==> config.mk <==
export PLATFORM = sky130hd
export DESIGN_NAME = neureka_tcdm_split_reorder_flat
export DESIGN_NICKNAME = d
export VERILOG_FILES = /design/src/rtl/neureka_tcdm_split_reorder_if.sv /design/src/rtl/neureka_tcdm_split_reorder.sv /design/src/flat_wrapper.sv
export SDC_FILE = /design/constraint.sdc
export NUM_CORES = 1
export LEC_CHECK = 0
export CAP_MARGIN = 10
export CORE_AREA = 3 3 626 628
export DETAILED_ROUTE_END_ITERATION = 7
export DIE_AREA = 0 0 629 631
export PLACE_DENSITY = 0.35
export SLEW_MARGIN = 20
export SYNTH_ARGS = -nofsm -noshare
export SYNTH_HDL_FRONTEND = slang
export SYNTH_SLANG_ARGS = --single-unit
==> constraint.sdc <==
create_clock -name clk_i -period 3.9 [get_ports clk_i]
set_input_delay 0.585 -clock clk_i [delete_from_list [all_inputs] [get_ports clk_i]]
set_output_delay 0.585 -clock clk_i [all_outputs]
set_load 0.005 [all_outputs]
==> src/rtl/neureka_tcdm_split_reorder_if.sv <==
// Bus bundle between the wide HCI-style initiator and the MP narrow TCDM ports.
// Handshakes: wide request fires on wide_req & wide_gnt, a port request on tcdm_req & tcdm_gnt,
// a wide read beat on wide_r_valid & wide_r_ready; tcdm_r_valid has no backpressure.
interface neureka_tcdm_split_reorder_if #(
  parameter int unsigned BW = 288,
  parameter int unsigned MP = BW / 32
);
  logic                 wide_req;
  logic                 wide_gnt;
  logic [31:0]          wide_add;
  logic                 wide_wen;
  logic [BW/8-1:0]      wide_be;
  logic [BW-1:0]        wide_data;
  logic [BW-1:0]        wide_r_data;
  logic                 wide_r_valid;
  logic                 wide_r_ready;
  logic [MP-1:0]        tcdm_req;
  logic [MP-1:0]        tcdm_gnt;
  logic [MP-1:0][31:0]  tcdm_add;
  logic [MP-1:0]        tcdm_wen;
  logic [MP-1:0][3:0]   tcdm_be;
  logic [MP-1:0][31:0]  tcdm_data;
  logic [MP-1:0][31:0]  tcdm_r_data;
  logic [MP-1:0]        tcdm_r_valid;

  modport slave (
    input  wide_req, wide_add, wide_wen, wide_be, wide_data, wide_r_ready,
    input  tcdm_gnt, tcdm_r_data, tcdm_r_valid,
    output wide_gnt, wide_r_data, wide_r_valid,
    output tcdm_req, tcdm_add, tcdm_wen, tcdm_be, tcdm_data
  );

  modport master (
    output wide_req, wide_add, wide_wen, wide_be, wide_data, wide_r_ready,
    output tcdm_gnt, tcdm_r_data, tcdm_r_valid,
    input  wide_gnt, wide_r_data, wide_r_valid,
    input  tcdm_req, tcdm_add, tcdm_wen, tcdm_be, tcdm_data
  );
endinterface

==> src/rtl/neureka_tcdm_split_reorder.sv <==
// Splits a wide initiator request into MP independently handshaking 32-bit TCDM ports
// and re-aligns per-port read responses in small FIFOs into one wide beat.
module neureka_tcdm_split_reorder #(
  parameter int unsigned BW         = 288,
  parameter int unsigned MP         = BW / 32,
  parameter int unsigned RESP_DEPTH = 4
) (
  input  logic                          clk_i,
  input  logic                          rst_ni,
  input  logic                          clear_i,
  neureka_tcdm_split_reorder_if.slave   bus,
  output logic                          busy_o
);
  localparam int unsigned CW      = $clog2(RESP_DEPTH + 1);
  localparam int unsigned PW      = $clog2(RESP_DEPTH);
  localparam logic [CW-1:0] DEPTH_C = CW'(RESP_DEPTH);
  localparam logic [PW-1:0] LAST_C  = PW'(RESP_DEPTH - 1);

  logic [MP-1:0]   r_done;
  logic [CW-1:0]   r_credit [MP];
  logic [CW-1:0]   r_count  [MP];
  logic [PW-1:0]   r_wptr   [MP];
  logic [PW-1:0]   r_rptr   [MP];
  logic [31:0]     r_mem    [MP][RESP_DEPTH];

  logic [MP-1:0]   w_req;
  logic [MP-1:0]   w_hs;
  logic [MP-1:0]   w_nonempty;
  logic [MP-1:0]   w_credit_nz;
  logic            w_gnt;
  logic            w_valid;
  logic            w_pop;

  function automatic logic [PW-1:0] next_ptr(input logic [PW-1:0] ptr);
    return (ptr == LAST_C) ? '0 : ptr + PW'(1);
  endfunction

  always_comb begin
    bus.wide_r_data = '0;
    w_req           = '0;
    w_nonempty      = '0;
    w_credit_nz     = '0;
    for (int p = 0; p < MP; p++) begin
      bus.tcdm_add[p]  = bus.wide_add + 32'(4 * p);
      bus.tcdm_be[p]   = bus.wide_be[4*p +: 4];
      bus.tcdm_data[p] = bus.wide_data[32*p +: 32];
      bus.tcdm_wen[p]  = bus.wide_wen;
      // A read is only issued if its response is guaranteed a FIFO slot.
      w_req[p]         = bus.wide_req & ~r_done[p] & (~bus.wide_wen | (r_credit[p] < DEPTH_C));
      w_nonempty[p]    = (r_count[p] != '0);
      w_credit_nz[p]   = (r_credit[p] != '0);
      bus.wide_r_data[32*p +: 32] = r_mem[p][r_rptr[p]];
    end
    w_hs             = w_req & bus.tcdm_gnt;
    w_gnt            = bus.wide_req & (&(r_done | w_hs));
    w_valid          = &w_nonempty;
    w_pop            = w_valid & bus.wide_r_ready;
    bus.tcdm_req     = w_req;
    bus.wide_gnt     = w_gnt;
    bus.wide_r_valid = w_valid;
    busy_o           = (|r_done) | (|w_credit_nz) | (|w_nonempty);
  end

  always_ff @(posedge clk_i or negedge rst_ni) begin
    if (!rst_ni) begin
      r_done <= '0;
      for (int p = 0; p < MP; p++) begin
        r_credit[p] <= '0;
        r_count[p]  <= '0;
        r_wptr[p]   <= '0;
        r_rptr[p]   <= '0;
      end
    end else if (clear_i) begin
      r_done <= '0;
      for (int p = 0; p < MP; p++) begin
        r_credit[p] <= '0;
        r_count[p]  <= '0;
        r_wptr[p]   <= '0;
        r_rptr[p]   <= '0;
      end
    end else begin
      if (w_gnt) r_done <= '0;
      else       r_done <= r_done | w_hs;
      for (int p = 0; p < MP; p++) begin
        // Credits track reads issued but not yet popped (in flight plus queued).
        if ((w_hs[p] & bus.wide_wen) & ~w_pop)
          r_credit[p] <= r_credit[p] + CW'(1);
        else if (~(w_hs[p] & bus.wide_wen) & w_pop)
          r_credit[p] <= r_credit[p] - CW'(1);
        if (bus.tcdm_r_valid[p]) r_wptr[p] <= next_ptr(r_wptr[p]);
        if (w_pop)               r_rptr[p] <= next_ptr(r_rptr[p]);
        if (bus.tcdm_r_valid[p] & ~w_pop)
          r_count[p] <= r_count[p] + CW'(1);
        else if (~bus.tcdm_r_valid[p] & w_pop)
          r_count[p] <= r_count[p] - CW'(1);
      end
    end
  end

  always_ff @(posedge clk_i) begin
    for (int p = 0; p < MP; p++) begin
      if (bus.tcdm_r_valid[p]) r_mem[p][r_wptr[p]] <= bus.tcdm_r_data[p];
    end
  end

endmodule
==> src/flat_wrapper.sv <==
// flat-port wrapper written by rule: the top's interface ports become plain ports
module neureka_tcdm_split_reorder_flat 
#(
  parameter int unsigned BW         = 288,
  parameter int unsigned MP         = BW / 32,
  parameter int unsigned RESP_DEPTH = 4
)
  (clk_i, rst_ni, clear_i, busy_o, bus_wide_req, bus_wide_add, bus_wide_wen, bus_wide_be, bus_wide_data, bus_wide_r_ready, bus_tcdm_gnt, bus_tcdm_r_data, bus_tcdm_r_valid, bus_wide_gnt, bus_wide_r_data, bus_wide_r_valid, bus_tcdm_req, bus_tcdm_add, bus_tcdm_wen, bus_tcdm_be, bus_tcdm_data);
  neureka_tcdm_split_reorder_if #(.BW(BW), .MP(MP)) bus_i ();
  input  logic clk_i;
  input  logic rst_ni;
  input  logic clear_i;
  output logic busy_o;
  input wire logic [$bits(bus_i.wide_req)-1:0] bus_wide_req;
  input wire logic [$bits(bus_i.wide_add)-1:0] bus_wide_add;
  input wire logic [$bits(bus_i.wide_wen)-1:0] bus_wide_wen;
  input wire logic [$bits(bus_i.wide_be)-1:0] bus_wide_be;
  input wire logic [$bits(bus_i.wide_data)-1:0] bus_wide_data;
  input wire logic [$bits(bus_i.wide_r_ready)-1:0] bus_wide_r_ready;
  input wire logic [$bits(bus_i.tcdm_gnt)-1:0] bus_tcdm_gnt;
  input wire logic [$bits(bus_i.tcdm_r_data)-1:0] bus_tcdm_r_data;
  input wire logic [$bits(bus_i.tcdm_r_valid)-1:0] bus_tcdm_r_valid;
  output wire logic [$bits(bus_i.wide_gnt)-1:0] bus_wide_gnt;
  output wire logic [$bits(bus_i.wide_r_data)-1:0] bus_wide_r_data;
  output wire logic [$bits(bus_i.wide_r_valid)-1:0] bus_wide_r_valid;
  output wire logic [$bits(bus_i.tcdm_req)-1:0] bus_tcdm_req;
  output wire logic [$bits(bus_i.tcdm_add)-1:0] bus_tcdm_add;
  output wire logic [$bits(bus_i.tcdm_wen)-1:0] bus_tcdm_wen;
  output wire logic [$bits(bus_i.tcdm_be)-1:0] bus_tcdm_be;
  output wire logic [$bits(bus_i.tcdm_data)-1:0] bus_tcdm_data;
  assign bus_i.wide_req = bus_wide_req;
  assign bus_i.wide_add = bus_wide_add;
  assign bus_i.wide_wen = bus_wide_wen;
  assign bus_i.wide_be = bus_wide_be;
  assign bus_i.wide_data = bus_wide_data;
  assign bus_i.wide_r_ready = bus_wide_r_ready;
  assign bus_i.tcdm_gnt = bus_tcdm_gnt;
  assign bus_i.tcdm_r_data = bus_tcdm_r_data;
  assign bus_i.tcdm_r_valid = bus_tcdm_r_valid;
  assign bus_wide_gnt = bus_i.wide_gnt;
  assign bus_wide_r_data = bus_i.wide_r_data;
  assign bus_wide_r_valid = bus_i.wide_r_valid;
  assign bus_tcdm_req = bus_i.tcdm_req;
  assign bus_tcdm_add = bus_i.tcdm_add;
  assign bus_tcdm_wen = bus_i.tcdm_wen;
  assign bus_tcdm_be = bus_i.tcdm_be;
  assign bus_tcdm_data = bus_i.tcdm_data;
  neureka_tcdm_split_reorder #(.BW(BW), .MP(MP), .RESP_DEPTH(RESP_DEPTH)) u_core (.clk_i(clk_i), .rst_ni(rst_ni), .clear_i(clear_i), .bus(bus_i), .busy_o(busy_o));
endmodule
==> results.md, run 1 <==
- Most frequent cells after synthesis: edfxtp_1, buf_4, mux4_2
- CTS Root Cell: clkbuf_16
- Post-synth cell types: between 40 and 50
- Syn_area_per_cell: 16.9 sq um
- Leakage: ~24 nW
- Final hold vios: 0
- Synth async-reset ratio: 0.0791
- Crit Path Max Fanout: 14
- Core area: 386,000 sq um
- Worst-path clk slew: 50 ps
- I/O Buffers: just over 900
- Mapped Area: around 54,000 sq um
- Status: complete, no violations
- Ranking of synthesized cells by area: edfxtp_1, mux4_2, buf_4, dfrtp_1, xnor2_1
- Gr ovfl total: 0
- Routed wire length: approximately 210 mm
- H-tree lvl count: 4
- Total track usage: 0.102
- Max VDD drop: 331 uV
- Final Wtd Congestion: ~0.8
- Synth area leader: edfxtp_1
- Multi-input logic area: roughly 14,000 sq um
- WS Path Type: in2out
- Place WS: -170 ps
- Vias in the first global route: 31.9k
- Wire per inst: around 23 microns
- WP data required: 3310 ps
- Iter 0 DRT Violations: 1,793
- DP HPWL: about 160 mm
- Die Area: 397,000 sq um
- Die height: roughly 630 microns
- Clk_skew: 94.8 ps
- Share of cells above drive strength 1: 0.208
- Top cell type's share of synthesized area: 0.635
- First-pass GRT wire length: between 200 and 300 mm
- Yosys Warn Count: 0
- Top Ports: roughly 1.6k
- Post-layout util: 0.191
- Number of synthesized flops with an enable pin: 1,152
- DR vias: 30.6k
- Total CTS buffers: around 160
- Power per cell area: 449 nW/um^2
- Final min period: 3870 ps
- CP arrival: roughly 3300 ps
- Post-route antenna net violation count: 0
- Pin count of the biggest net entering global routing: 79
- Final Max Slew Viols: 0
- CTS max path bufs: 4
- Rows: roughly 230
- Mapped Cells: 3,214
- Nets: 4,697
- Slew headroom: 0.325
- Clock Latency Late Sink: 850 ps
- Drt via density: 3.30
- First-pass DRT Iterations: 7
- Count leader, synth: edfxtp_1
- Worst Hold Class: in2reg
- CTS sink count: 1,251
- Final worst slack: 33.3 ps
- Setup crit end kind: output pin
- Worst-margin pin slew: a little over 1000 ps
- Max-Cap Viols: 0
- Syn Nets: 3,955
- Most used DFF post-synth: edfxtp_1
- Seq cells post-synth: ~1.3k
- Die X: around 630 microns
- RSZ-0062 raised after global routing: true
- CTS tree: done
- FILL cells: 41.3k
- Initial antenna violation count: between 70 and 80
- Fmax: ~260 MHz
- DRC Markers: 0
- Seq/Total Area, Yosys: 0.681
- Period Utilization, post-route: 0.991
- Area grow syn2layout: 35.5%
- Endpoints failing setup: 0
- Critical Path Source Type: input pin
- Storage element area: ~37,000 sq um
- Starting density of the core: 0.141
## timing repair
item / CTS / global route
setup buffers: 1 / 1
hold buffers: 1 / 0
setup endpoints to repair: 35 / 63
gates resized for setup: 16 / 44
endpoints found under the hold margin: 62 / 0
pin swaps: 1 / 2
## cell usage in the layout, fill, tap and decap left out, types with 71 or more instances in the layout
master           netlist  routed
buf_4                395     190
clkbuf_16              0     164
clkdlybuf4s50_1        0     903
dfrtp_1               99      86
edfxtp_1            1152    1152
inv_1                 71      71
mux4_2               288     288
nand2_1              156     152
nor2_1               223     217
xnor2_1              151     148
xor2_1                82      80
## metrics by stage
step                      instances  power [W]  TNS, ps  instance area [sq um]  hold WS, ps
final                          9271     0.0331        0                  73800          216
after global routing           9255     0.0346    -11.3                  73800          211
after CTS                      9252     0.0339    -8.03                  73600          107
after detailed placement       8965     0.0189    -1990                  68400          545
after global placement         8965     0.0189    -2770                  68400          531
after floorplan                3214     0.0171        0                  54500          289
## worst max-delay path: stages
cell and delay (ps):
clkdlybuf4s50_1 650, buf_8 240, nand4_1 180, nor3_2 240
buf_4 210, nand4_1 240, nor2_1 220, xor2_1 160
clkdlybuf4s50_1 560
## power breakdown
group	switching (W)	leakage, nW	total (W)	internal, W
combinational	0.00160	9.37	0.00314	0.00154
sequential	0.000149	11.9	0.0154	0.0153
clock	0.00594	2.48	0.0145	0.00860
total	0.00769	23.7	0.0331	0.0254
## final timing paths
check,startpoint,endpoint,slack [ps],depth (start not counted)
max,bus_wide_add[12],bus_tcdm_add[118],30,9
min,clear_i,u_core.r_wptr[11],220,2
max reg2reg,u_core.r_count[14],u_core.r_count[11],810,9
min reg2reg,u_core.r_rptr[11],u_core.r_rptr[11],550,2
max in group asynchronous,rst_ni,u_core.r_rptr[10],2650,3
min in group asynchronous,rst_ni,u_core.r_done[6],440,2
## logic make-up (layout without fill, tap and decap cells)
kind of cell / Yosys count / after routing / synth area share
muxes: 358 / 358 / 0.133
and+or+nand+nor: 604 / 604 / 0.0516
DFF: 1251 / 1251 / 0.681
AOI/OAI and AO/OA: 67 / 67 / 0.00730
adders and majority gates: 73 / 73 / 0.0192
other: 0 / 19 / 0
buffers and inverters: 628 / 1491 / 0.0707
xor gates and xnor gates: 233 / 233 / 0.0375
## area by class of cell
type,count,area share
Clock inverter,87,0.0117
Clock buffer,198,0.0573
Multi-Input combinational cell,1335,0.186
Tap cell,5175,0.0877
Inverter,72,0.00366
Timing Repair Buffer,1134,0.150
Sequential cell,1251,0.502
Antenna cell,19,0.000644
## routing by layer
layer | track usage | share of wire | up-vias
met5 | 0.0157 | 0.0055 | -
met4 | 0.0229 | 0.023 | 58
met3 | 0.0533 | 0.11 | 379
met2 | 0.156 | 0.44 | 1282
met1 | 0.126 | 0.42 | 15698
li1 | - | - | 13147
## sequential cells by signal, indices dropped and copies added (netlist names)
signal           flops
u_core.r_credit     27
u_core.r_done        9
u_core.r_count      27
u_core.r_wptr       18
u_core.r_rptr       18
u_core.r_mem      1152
(Power assumes the default switching activity.)
==> inputs of run 2 (changes only) <==
- CORE_AREA: 3 3 626 628 -> 3 3 613 615
- DIE_AREA: 0 0 629 631 -> 0 0 616 618
- PLACE_DENSITY: 0.35 -> 0.36
==> run 2 against run 1 <==
Against the previous run:
- fmax is 1.1% lower
- critical path depth stayed put
- the flow now finishes with violations (setup timing)
- clock skew is 28 ps lower
- register-to-register slack worse by 160 ps
- sequential cell count stayed put
- hold slack better by 180 ps
- core utilization is 0.85 points higher
- setup slack worse by 42 ps
- non-clock buffer count is 56 higher
- largest power group unchanged
- critical path type unchanged
- global-route usage is 1.3 points higher
- final area is 0.50% higher
==> results.md, run 2 (synthesis gave the netlist of run 1 again) <==
- Status: finished, violations left
- Failing checks: setup timing
- Final worst slack: -8.41 ps
- Most frequent cells in the layout: edfxtp_1, clkdlybuf4s50_1, mux4_2
- Total CTS buffers: 160
- First-pass GRT wire length: 302 mm
- Clock Latency Late Sink: 820 ps
- Power per cell area: approximately 450 nW/um^2
- Final TNS setup: -8.41 ps
- Flip-flop count of the largest register after layout: 1,152
- Die X: 616 microns
- Top Ports: around 1.6k
- WP data required: approximately 3300 ps
- Final Wtd Congestion: 0.821
- Gr ovfl total: 0
- Slew headroom: 0.388
- DR vias: 31.3k
- Power, Total: ~0.033 W
- CTS max path bufs: 4
- Rows: between 200 and 250
- CTS sink count: around 1.3k
- Layout Cells excl Fill: between 9k and 10k
- Final min period: 3910 ps
- CP max-delay cell: or4_4
- Clk_skew: between 60 and 70 ps
- Die height: approximately 600 microns
- Worst-margin pin slew: 918 ps
- Share of cells above drive strength 1: 0.223
- RSZ-0062 raised after global routing: true
- Routed wire length: between 200 and 250 mm
- H-tree lvl count: 4
- Critical Path Source Type: input pin
- Period Utilization, post-route: 1.00
- I/O Buffers: 920
- Die Area: between 300,000 and 400,000 sq um
- Global Route met1 Usage: 0.154
- Worst Hold Class: in2reg
- Slowest cell delay on critical path: 550 ps
- Iter 0 DRT Violations: 2,034
- Max VDD drop: between 200 and 300 uV
- CP most frequent cell: clkdlybuf4s50_1
- First-pass DRT Iterations: 5
- Final hold vios: 0
- Worst-path clk slew: 60 ps
- DRC Markers: 0
- Gr busiest metal: met2
- Wire per inst: roughly 25 microns
- Most common cell after layout, fill and taps aside: edfxtp_1
- Post-route antenna net violation count: 0
- CTS Root Cell: clkbuf_16
- Fmax: approximately 260 MHz
- CP arrival: 3320 ps
- Starting density of the core: 0.147
- CTS tree: done
- Drt via density: 3.43
- Max-Cap Viols: 0
- Worst-path cell chain: clkdlybuf4s50_1 > ha_1 > nand3_1 > or3_4 > buf_6 > or4_4 > nor2_2 > xor2_1 > clkdlybuf4s50_1
- Vias in the first global route: 32.2k
- Total track usage: 0.115
- WS Path Type: in2out
- Endpoints failing setup: 1
- Fin Hold WS: 392 ps
- Nets: 4,751
- Crit Path Max Fanout: 7
- FILL cells: between 30k and 40k
- Area grow syn2layout: 36.2%
- GR Util met2: 0.156
- Met3 Use GR: 0.0662
- Final Max Slew Viols: 0
- Leakage: 24.1 nW
- Setup crit end kind: output pin
- Core area: ~370,000 sq um
- DP HPWL: 170 mm
- Post-layout util: 0.200
- Pin count of the biggest net entering global routing: 99
- Initial antenna violation count: around 100
- Placed cell count: 8,815
==> run 2: changes by cell type in the layout (fill, tap and decap cells not counted), moves of 9 or more <==
cell             delta
and2_2              +9
buf_12             +11
buf_4              +41
clkdlybuf4s50_1    -13
dlygate4sd2_1       +9
==> run 2: layout make-up <==
cell class	instances	area [sq um]	share of cell area
sequential	1251	37100	0.500
timing repair buffer	1190	11700	0.157
multi-input combinational	1335	13800	0.186
tap	4972	6220	0.0838
clock buffer	198	4210	0.0567
inverter	72	270	0.00364
antenna	22	55.1	0.000742
clock inverter	84	856	0.0115
==> run 2: critical path: cells and delay by family <==
family	cells	cell delay (ps)
and+or+nand+nor	4	1190
adders and majority gates	1	180
xor gates and xnor gates	1	160
buffers and inverters	3	1180
==> run 2: power breakdown <==
group,internal [W],switching [W]
Combinational,0.00158,0.00166
Sequential,0.0153,0.000150
Clock,0.00855,0.00592
==> run 2: timing repair <==
item | in CTS | in global routing
setup endpoints to repair | 82 | 70
resized for setup | 49 | 48
pin swaps | 6 | 2
endpoints found under the hold margin | 59 | 0
buffers inserted | 3 | 2
hold buffers | 1 | 0
==> run 2: per-stage QoR <==
stage                     cell area, sq um  setup WS, ps
after floorplan                      54500          1000
after global placement               68700          -385
after detailed placement             68700          -331
after CTS                            74000         -21.9
after global routing                 74100         -91.7
final                                74200         -8.41
==> run 2: final timing paths <==
check                                   from                 end  slack (ps)  cells past startpoint
hold reg to reg             u_core.r_rptr[7]    u_core.r_rptr[7]         550                      2
max in group asynchronous             rst_ni   u_core.r_count[8]        2530                      3
setup / recovery             bus_wide_add[6]   bus_tcdm_add[219]          -8                      9
setup reg to reg           u_core.r_count[3]  u_core.r_count[17]         650                     10
hold / removal                       clear_i    u_core.r_wptr[8]         390                      2
min in group asynchronous             rst_ni  u_core.r_count[24]         510                      2
==> run 2: per-layer routing <==
metal	vias to the layer above	share of wire
met3	406	0.13
met2	1573	0.40
met1	15964	0.44
met4	68	0.020
li1	13274	-
met5	-	0.0071
==> inputs of run 3 (changes only) <==
- SLEW_MARGIN: 20 -> 0
==> results of run 3 <==
Final layout, timing and power as in run 2 (identical DEF).
